**config.mk**
```make
export PLATFORM = sky130hd
export DESIGN_NAME = fifo_write_arbiter
export DESIGN_NICKNAME = d
export VERILOG_FILES = /design/src/rtl/fifo_write_arbiter.sv
export SDC_FILE = /design/constraint.sdc
export NUM_CORES = 1
export LEC_CHECK = 0
export CAP_MARGIN = 5
export CORE_MARGIN = 2
export CORE_UTILIZATION = 40
export CTS_BUF_LIST = sky130_fd_sc_hd__clkbuf_4 sky130_fd_sc_hd__clkbuf_8
export DETAILED_ROUTE_END_ITERATION = 10
export PLACE_DENSITY_LB_ADDON = 0.2
export SETUP_SLACK_MARGIN = 0.02
export SLEW_MARGIN = 40
export SYNTH_ARGS = -nofsm -noshare
export SYNTH_HDL_FRONTEND = slang
export SYNTH_SLANG_ARGS = --single-unit
```
**constraint.sdc**
```tcl
create_clock -name clk -period 2.7 [get_ports clk]
set_clock_uncertainty 0.05 [all_clocks]
set_input_delay 0.675 -clock clk [delete_from_list [all_inputs] [get_ports clk]]
set_output_delay 0.675 -clock clk [all_outputs]
set_load 0.005 [all_outputs]
```
**src/rtl/fifo_write_arbiter.sv**
```systemverilog
// Round-robin arbiter for the write port of a synchronous FIFO.
// Each producer offers a valid/ready stream. The winner owns the write port
// for a burst of up to MAX_BURST accepted beats. The FIFO full flag stalls the
// owner without releasing it. If the owner drops valid, its ownership ends that cycle.
module fifo_write_arbiter #(
  parameter int unsigned NUM_REQ    = 4,
  parameter int unsigned DATA_WIDTH = 8,
  parameter int unsigned MAX_BURST  = 4
) (
  input  logic                             clk,
  input  logic                             rst_n,
  input  logic [NUM_REQ-1:0]               i_req_valid,
  input  logic [NUM_REQ*DATA_WIDTH-1:0]    i_req_data,
  output logic [NUM_REQ-1:0]               o_req_ready,
  output logic [NUM_REQ-1:0]               o_gnt,
  input  logic                             i_full,
  output logic                             o_wen,
  output logic [DATA_WIDTH-1:0]            o_wdata
);

  localparam int unsigned OwnerW = (NUM_REQ > 1) ? $clog2(NUM_REQ) : 1;
  localparam int unsigned CntW   = $clog2(MAX_BURST) + 1;

  localparam logic [CntW-1:0]   LastBeat   = CntW'(MAX_BURST - 1);
  // Last owner starts as the highest index so that producer 0 has first priority.
  localparam logic [OwnerW-1:0] ResetOwner = OwnerW'(NUM_REQ - 1);

  typedef enum logic {StIdle, StOwn} state_e;

  state_e              r_state;
  logic [OwnerW-1:0]   r_owner;
  logic [CntW-1:0]     r_beat_cnt;
  logic [NUM_REQ-1:0]  r_gnt;

  logic                w_busy;
  logic                w_owner_valid;
  logic                w_accept;
  logic                w_release;
  logic                w_found;
  logic [OwnerW-1:0]   w_winner;
  logic [OwnerW-1:0]   w_idx;
  logic [NUM_REQ-1:0]  w_winner_oh;
  logic [DATA_WIDTH-1:0] w_wdata;

  assign w_busy        = (r_state == StOwn);
  assign w_owner_valid = i_req_valid[r_owner];
  assign w_accept      = w_busy & w_owner_valid & ~i_full;
  // A full stall blocks accept, so a burst cannot end while the FIFO is full.
  assign w_release     = w_busy & ((w_accept & (r_beat_cnt == LastBeat)) | ~w_owner_valid);

  // Round-robin search starting just after the last owner, wrapping around.
  always_comb begin
    w_found  = 1'b0;
    w_winner = r_owner;
    w_idx    = '0;
    for (int unsigned k = 1; k <= NUM_REQ; k++) begin
      w_idx = OwnerW'((int'(r_owner) + int'(k)) % int'(NUM_REQ));
      if (!w_found && i_req_valid[w_idx]) begin
        w_found  = 1'b1;
        w_winner = w_idx;
      end
    end
  end

  // One-hot decode of the arbitration winner for the registered grant.
  always_comb begin
    w_winner_oh = '0;
    for (int unsigned i = 0; i < NUM_REQ; i++) begin
      w_winner_oh[i] = (w_winner == OwnerW'(i));
    end
  end

  // Select the owner's data slice; zero while idle.
  always_comb begin
    w_wdata = '0;
    for (int unsigned i = 0; i < NUM_REQ; i++) begin
      if (w_busy && (r_owner == OwnerW'(i))) begin
        w_wdata = i_req_data[i*DATA_WIDTH +: DATA_WIDTH];
      end
    end
  end

  // Ownership FSM: arbitrate when idle or releasing, otherwise count accepted beats.
  always_ff @(posedge clk or negedge rst_n) begin
    if (!rst_n) begin
      r_state    <= StIdle;
      r_owner    <= ResetOwner;
      r_beat_cnt <= '0;
      r_gnt      <= '0;
    end else if (!w_busy || w_release) begin
      if (w_found) begin
        r_state    <= StOwn;
        r_owner    <= w_winner;
        r_beat_cnt <= '0;
        r_gnt      <= w_winner_oh;
      end else begin
        // Owner is kept as the round-robin pointer for the next search.
        r_state    <= StIdle;
        r_beat_cnt <= '0;
        r_gnt      <= '0;
      end
    end else if (w_accept) begin
      r_beat_cnt <= r_beat_cnt + CntW'(1);
    end
  end

  assign o_gnt       = r_gnt;
  assign o_req_ready = r_gnt & {NUM_REQ{~i_full}};
  assign o_wen       = w_accept;
  assign o_wdata     = w_wdata;

endmodule

```
# After elaboration in Yosys (flattened, before gate mapping)
# Cells that the tools add are included.
dict set report op_classes {
  addsub 5
  order_cmp 5
  eq_ne 7
  muxes 26
  bitwise 8
  n_reduce_logical 16
}
# op count
set op_table {}
lappend op_table {{8-bit two-way mux} 4}
lappend op_table {{2-bit by 3-bit < comparator with 1-bit output (second input constant)} 5}
lappend op_table {{1-bit binary-select mux with 2-bit select} 5}
lappend op_table {{1-bit two-way mux} 10}
lappend op_table {{2-bit equality test (second input constant)} 4}
lappend op_table {{2-bit two-way mux} 4}
lappend op_table {{1-bit logical AND} 7}
lappend op_table {{3-bit two-way mux} 2}
lappend op_table {{2-bit by 1-bit adder with 2-bit output (second input constant)} 2}
lappend op_table {{2-bit adder (second input constant)} 2}
lappend op_table {{1-bit AND} 4}
lappend op_table {{4-bit AND} 1}
lappend op_table {{2-bit by 1-bit equality test with 1-bit output (second input constant)} 2}
lappend op_table {{1-bit logical NOT} 4}
lappend op_table {{2-bit logical NOT} 2}
lappend op_table {{4-bit two-way mux} 1}
lappend op_table {{3-bit by 1-bit adder with 3-bit output (second input constant)} 1}
lappend op_table {{3-bit by 2-bit equality test with 1-bit output (second input constant)} 1}
lappend op_table {{1-bit inverter} 2}
lappend op_table {{2-bit AND reduction} 1}
lappend op_table {{2-bit nonzero test} 1}
lappend op_table {{1-bit logical OR} 1}
lappend op_table {{1-bit bitwise OR} 1}
dict set report totals {
  register_bits 10
  input_bits 39
  out_inout_bits 17
  wordCells 71
}

# Logic depth before layout (Yosys ltp)
dict set report logic_depth {
  ltp_word 15
  ltp_mapped 9
  depth_no_buf 6
}

# Worst setup path before layout
# OpenSTA, ideal clock, no wires.
dict set report synth_timing {
  path_type {reg-to-output}
  from {reg r_owner[1]}
  to {out o_wdata[0]}
  arrival_ns 1.860
  t_required_ns 1.975
  path_slack_ns 0.115
  stages_incl_launch_ff 10
  path_buffers 3
  path_cell_list {dfstp_2 buf_6 inv_1 ha_1 clkbuf_1 nor2b_1 buf_2 a221oi_1 a211o_1 a21boi_0}
}
dict set report synth_via {
  elab_chain_cells 6
  elab_cells_between_ends 12
  classes_between {eq/ne: 3; mux: 4; reduce/logical: 5}
}
# item line_no
set synth_lines {}
lappend synth_lines {{from (decl)} 31} ;# logic [OwnerW-1:0] r_owner;
lappend synth_lines {{from (signal assigned)} 87} ;# r_owner <= ResetOwner;
lappend synth_lines {{from (signal assigned)} 93} ;# r_owner <= w_winner;
lappend synth_lines {{2-bit logical NOT} 77} ;# if (w_busy && (r_owner == OwnerW'(i))) begin
lappend synth_lines {{1-bit logical AND} 77}
lappend synth_lines {{8-bit two-way mux (3 in series)} 77}
lappend synth_lines {{8-bit two-way mux *} 77}
lappend synth_lines {{to (decl)} 18} ;# output logic [DATA_WIDTH-1:0] o_wdata
# Every way passes the cells marked *; elsewhere a longest branch is shown, timed or not.

# Worst setup path after layout
# Ends and elaborated chain as after synthesis.

==> results_dict.tcl <==
set metrics [dict create \
    antenna_found_initial 0 \
    rows 18 \
    ys_ff_latch 10 \
    power_leakage_nw 0.813 \
    drt-total-wl_mm 3.48 \
    ant_nets 0 \
    rsz0062_at_grt "yes" \
    max_freq_mhz 371 \
    clk_path_buf_depth 2 \
    cp_max_fo 8 \
    num_antenna_cells 0 \
    grt_pass1_vias 1201 \
    hpwl_mm 2.55 \
    tightest_slew_ps 559 \
    first_pass_iters 4 \
    insertion_delay_ps 270 \
    grt_usage_pct 21.9 \
    outcome "finished clean" \
    place_congestion 0.789 \
    path_clk_slew_ps 70 \
    io_pins 56 \
    synth.distinct_cells 40 \
    syn_area_per_cell_um2 8.39 \
    synthCells 125 \
    hold_buffers 0 \
    synth_edf_count 0 \
    area_growth_pct 77.1 \
    period_share_pct 99.9 \
    cp.arrival_ps 1970 \
    seq_area_frac_synth_pct 24.1 \
    slew_viol_final 0 \
    yosys.area.top_type_share_pct 19.1 \
    final_cell_area_mm2 0.00186 \
    seqCellArea_um2 253 \
    layout-drive-gt1-share_pct 30.3 \
    synth_area_leaders "dfrtp_1 19%, a221oi_1 7.5%, ha_1 7.2%" \
    die_x_um 55.2 \
    viasPerCell 5.53 \
    required_ps 1980 \
    ys.flop_type "dfrtp_1" \
    critPathLaunchType "flip-flop" \
    fin_tns_setup_ps 0 \
    power.density_mw_per_mm2 1000 \
    grt_pass1_wl_mm 5.55 \
    multiInputGateArea_um2 797 \
    fp.coreArea_mm2 0.00248 \
    root_buffer "clkbuf_4" \
    start_util_pct 42.3 \
    finalSetupViolCount 0 \
    clock_sinks 10 \
    numCtsBuffers 3 \
    wl_per_cell_um 15.5 \
    synth_top_area_cell "dfrtp_1" \
    cts_tree "built" \
    grt_overflow_total 0 \
    die_y_um 55.2 \
    placed_area_mm2 0.00172 \
    initialDrtViolationCount 47 \
    hold_viol_final 0 \
    fillers 178 \
    yosysWarnings 0 \
    finalCriticalPeriod_ps 2700 \
    drv_cap 0 \
    grt_max_degree 13 \
    portBuffers 55 \
    ys_async_sr_fraction_pct 100 \
    netlist_area_mm2 0.00105 \
    min_path_type "flip-flop to flip-flop" \
    max-vdd-ir-drop_v 0.000660 \
    vias 1245 \
    cts_max_level 1 \
    die_area_mm2 0.00305 \
    relSlewSlack_pct 62.4 \
    end_kind "output pin" \
    layout.nets 241 \
    crit_type "flip-flop to output pin" \
    drc_errors 0 \
    yosys-top-cells-count "14 x inv_1, 12 x nand2_1, 9 x a221oi_1" \
    synth_most_common_cell "inv_1" \
    synth_nets 170 \
]
-- metal layers --
layer	track usage (%)	wire length (um)	part of all wire [%]	up-vias
met2	38.3	1750	50	40
met1	28.1	1560	45	604
met5	0	0	0	-
li1	-	-	-	599
met4	3.48	23	0.66	0
met3	4.68	145	4.2	2
-- layout by cell type (no fill, tap or decap), types with 2 or more instances in the layout --
cell type and count:
clkdlybuf4s50_1 45, buf_4 17, inv_1 12, nand2_1 11, buf_2 9, a211o_1 8, a21boi_1 8, dfrtp_1 8
a221oi_2 7, nor2b_1 4, nor2_1 4, a21oi_1 4, nor4_1 3, o21ai_0 3, ha_4 3, ha_1 3
clkbuf_4 3, buf_6 3, inv_2 2, nor3_1 2, nand3b_1 2, mux2_2 2, mux2i_1 2, o21ai_1 2
a22o_1 2, dfstp_2 2
-- final cells by class --
| class | count | share of cell area [%] |
|---|---|---|
| Multi-Input combinational cell | 91 | 42.9 |
| Timing Repair Buffer | 76 | 36.7 |
| Sequential cell | 10 | 13.6 |
| Inverter | 14 | 2.83 |
| Tap cell | 30 | 2.02 |
| Clock buffer | 4 | 1.95 |
-- kinds of logic after synthesis --
kind of cell / share of synthesized area, %
compound gates: 30.0
xor+xnor: 0.835
fa+ha+maj: 7.16
buf+inv: 10.3
flops: 24.1
mux: 8.71
simple gates: 19.0
-- flip-flops by register name, summed over array words and instances (netlist names) --
| register | cells |
|---|---|
| o_gnt | 4 |
| r_beat_cnt | 3 |
| r_owner | 2 |
| r_state | 1 |
-- timing repair --
action | 4_1_cts | 5_1_grt
hold endpoints to repair | 0 | 0
setup endpoints to repair | 13 | 8
setup buffers | 1 | 1
gates resized for setup | 63 | 7
pin swaps | 21 | 14
-- stage by stage --
| step | instances | power, mW | setup slack, ps | utilization, % | hold slack [ps] |
|---|---|---|---|---|---|
| 6_report | 225 | 1.86 | 2.43 | 74.9 | 478 |
| 3_3_place_gp | 219 | 1.52 | -233 | 69.6 | 438 |
| 3_5_place_dp | 219 | 1.57 | -248 | 69.6 | 465 |
| 2_1_floorplan | 125 | 0.974 | 115 | - | 329 |
| 4_1_cts | 224 | 1.77 | 26.1 | 73.2 | 482 |
| 5_1_grt | 225 | 1.98 | -48.2 | 74.9 | 504 |
-- power breakdown --
group	total (mW)	leakage (nW)	internal, mW	switching (mW)
combinational	1.47	0.669	0.806	0.666
sequential	0.255	0.123	0.215	0.0398
clock	0.133	0.0210	0.0818	0.0509
-- critical path, stage by stage, from the launching register on --
cell      delay (ps)
dfstp_2          560
inv_2             60
buf_6            120
ha_4             140
nor2b_4          120
buf_8            140
a221oi_2         240
a211o_1          150
a21boi_1          60
buf_2            120
-- worst paths after layout --
path / startpoint / end / slack, ps / cells past startpoint
min reg2reg: r_beat_cnt[2] / r_beat_cnt[2] / 480 / 2
max in group asynchronous: rst_n / r_owner[0] / 1590 / 1
max reg2reg: r_owner[1] / o_gnt[1] / 440 / 7
min in group asynchronous: rst_n / o_gnt[3] / 670 / 1
min: r_beat_cnt[2] / r_beat_cnt[2] / 480 / 2
max: r_owner[1] / o_wdata[0] / 2 / 9
Note: power is estimated with default switching activity, not from simulation.
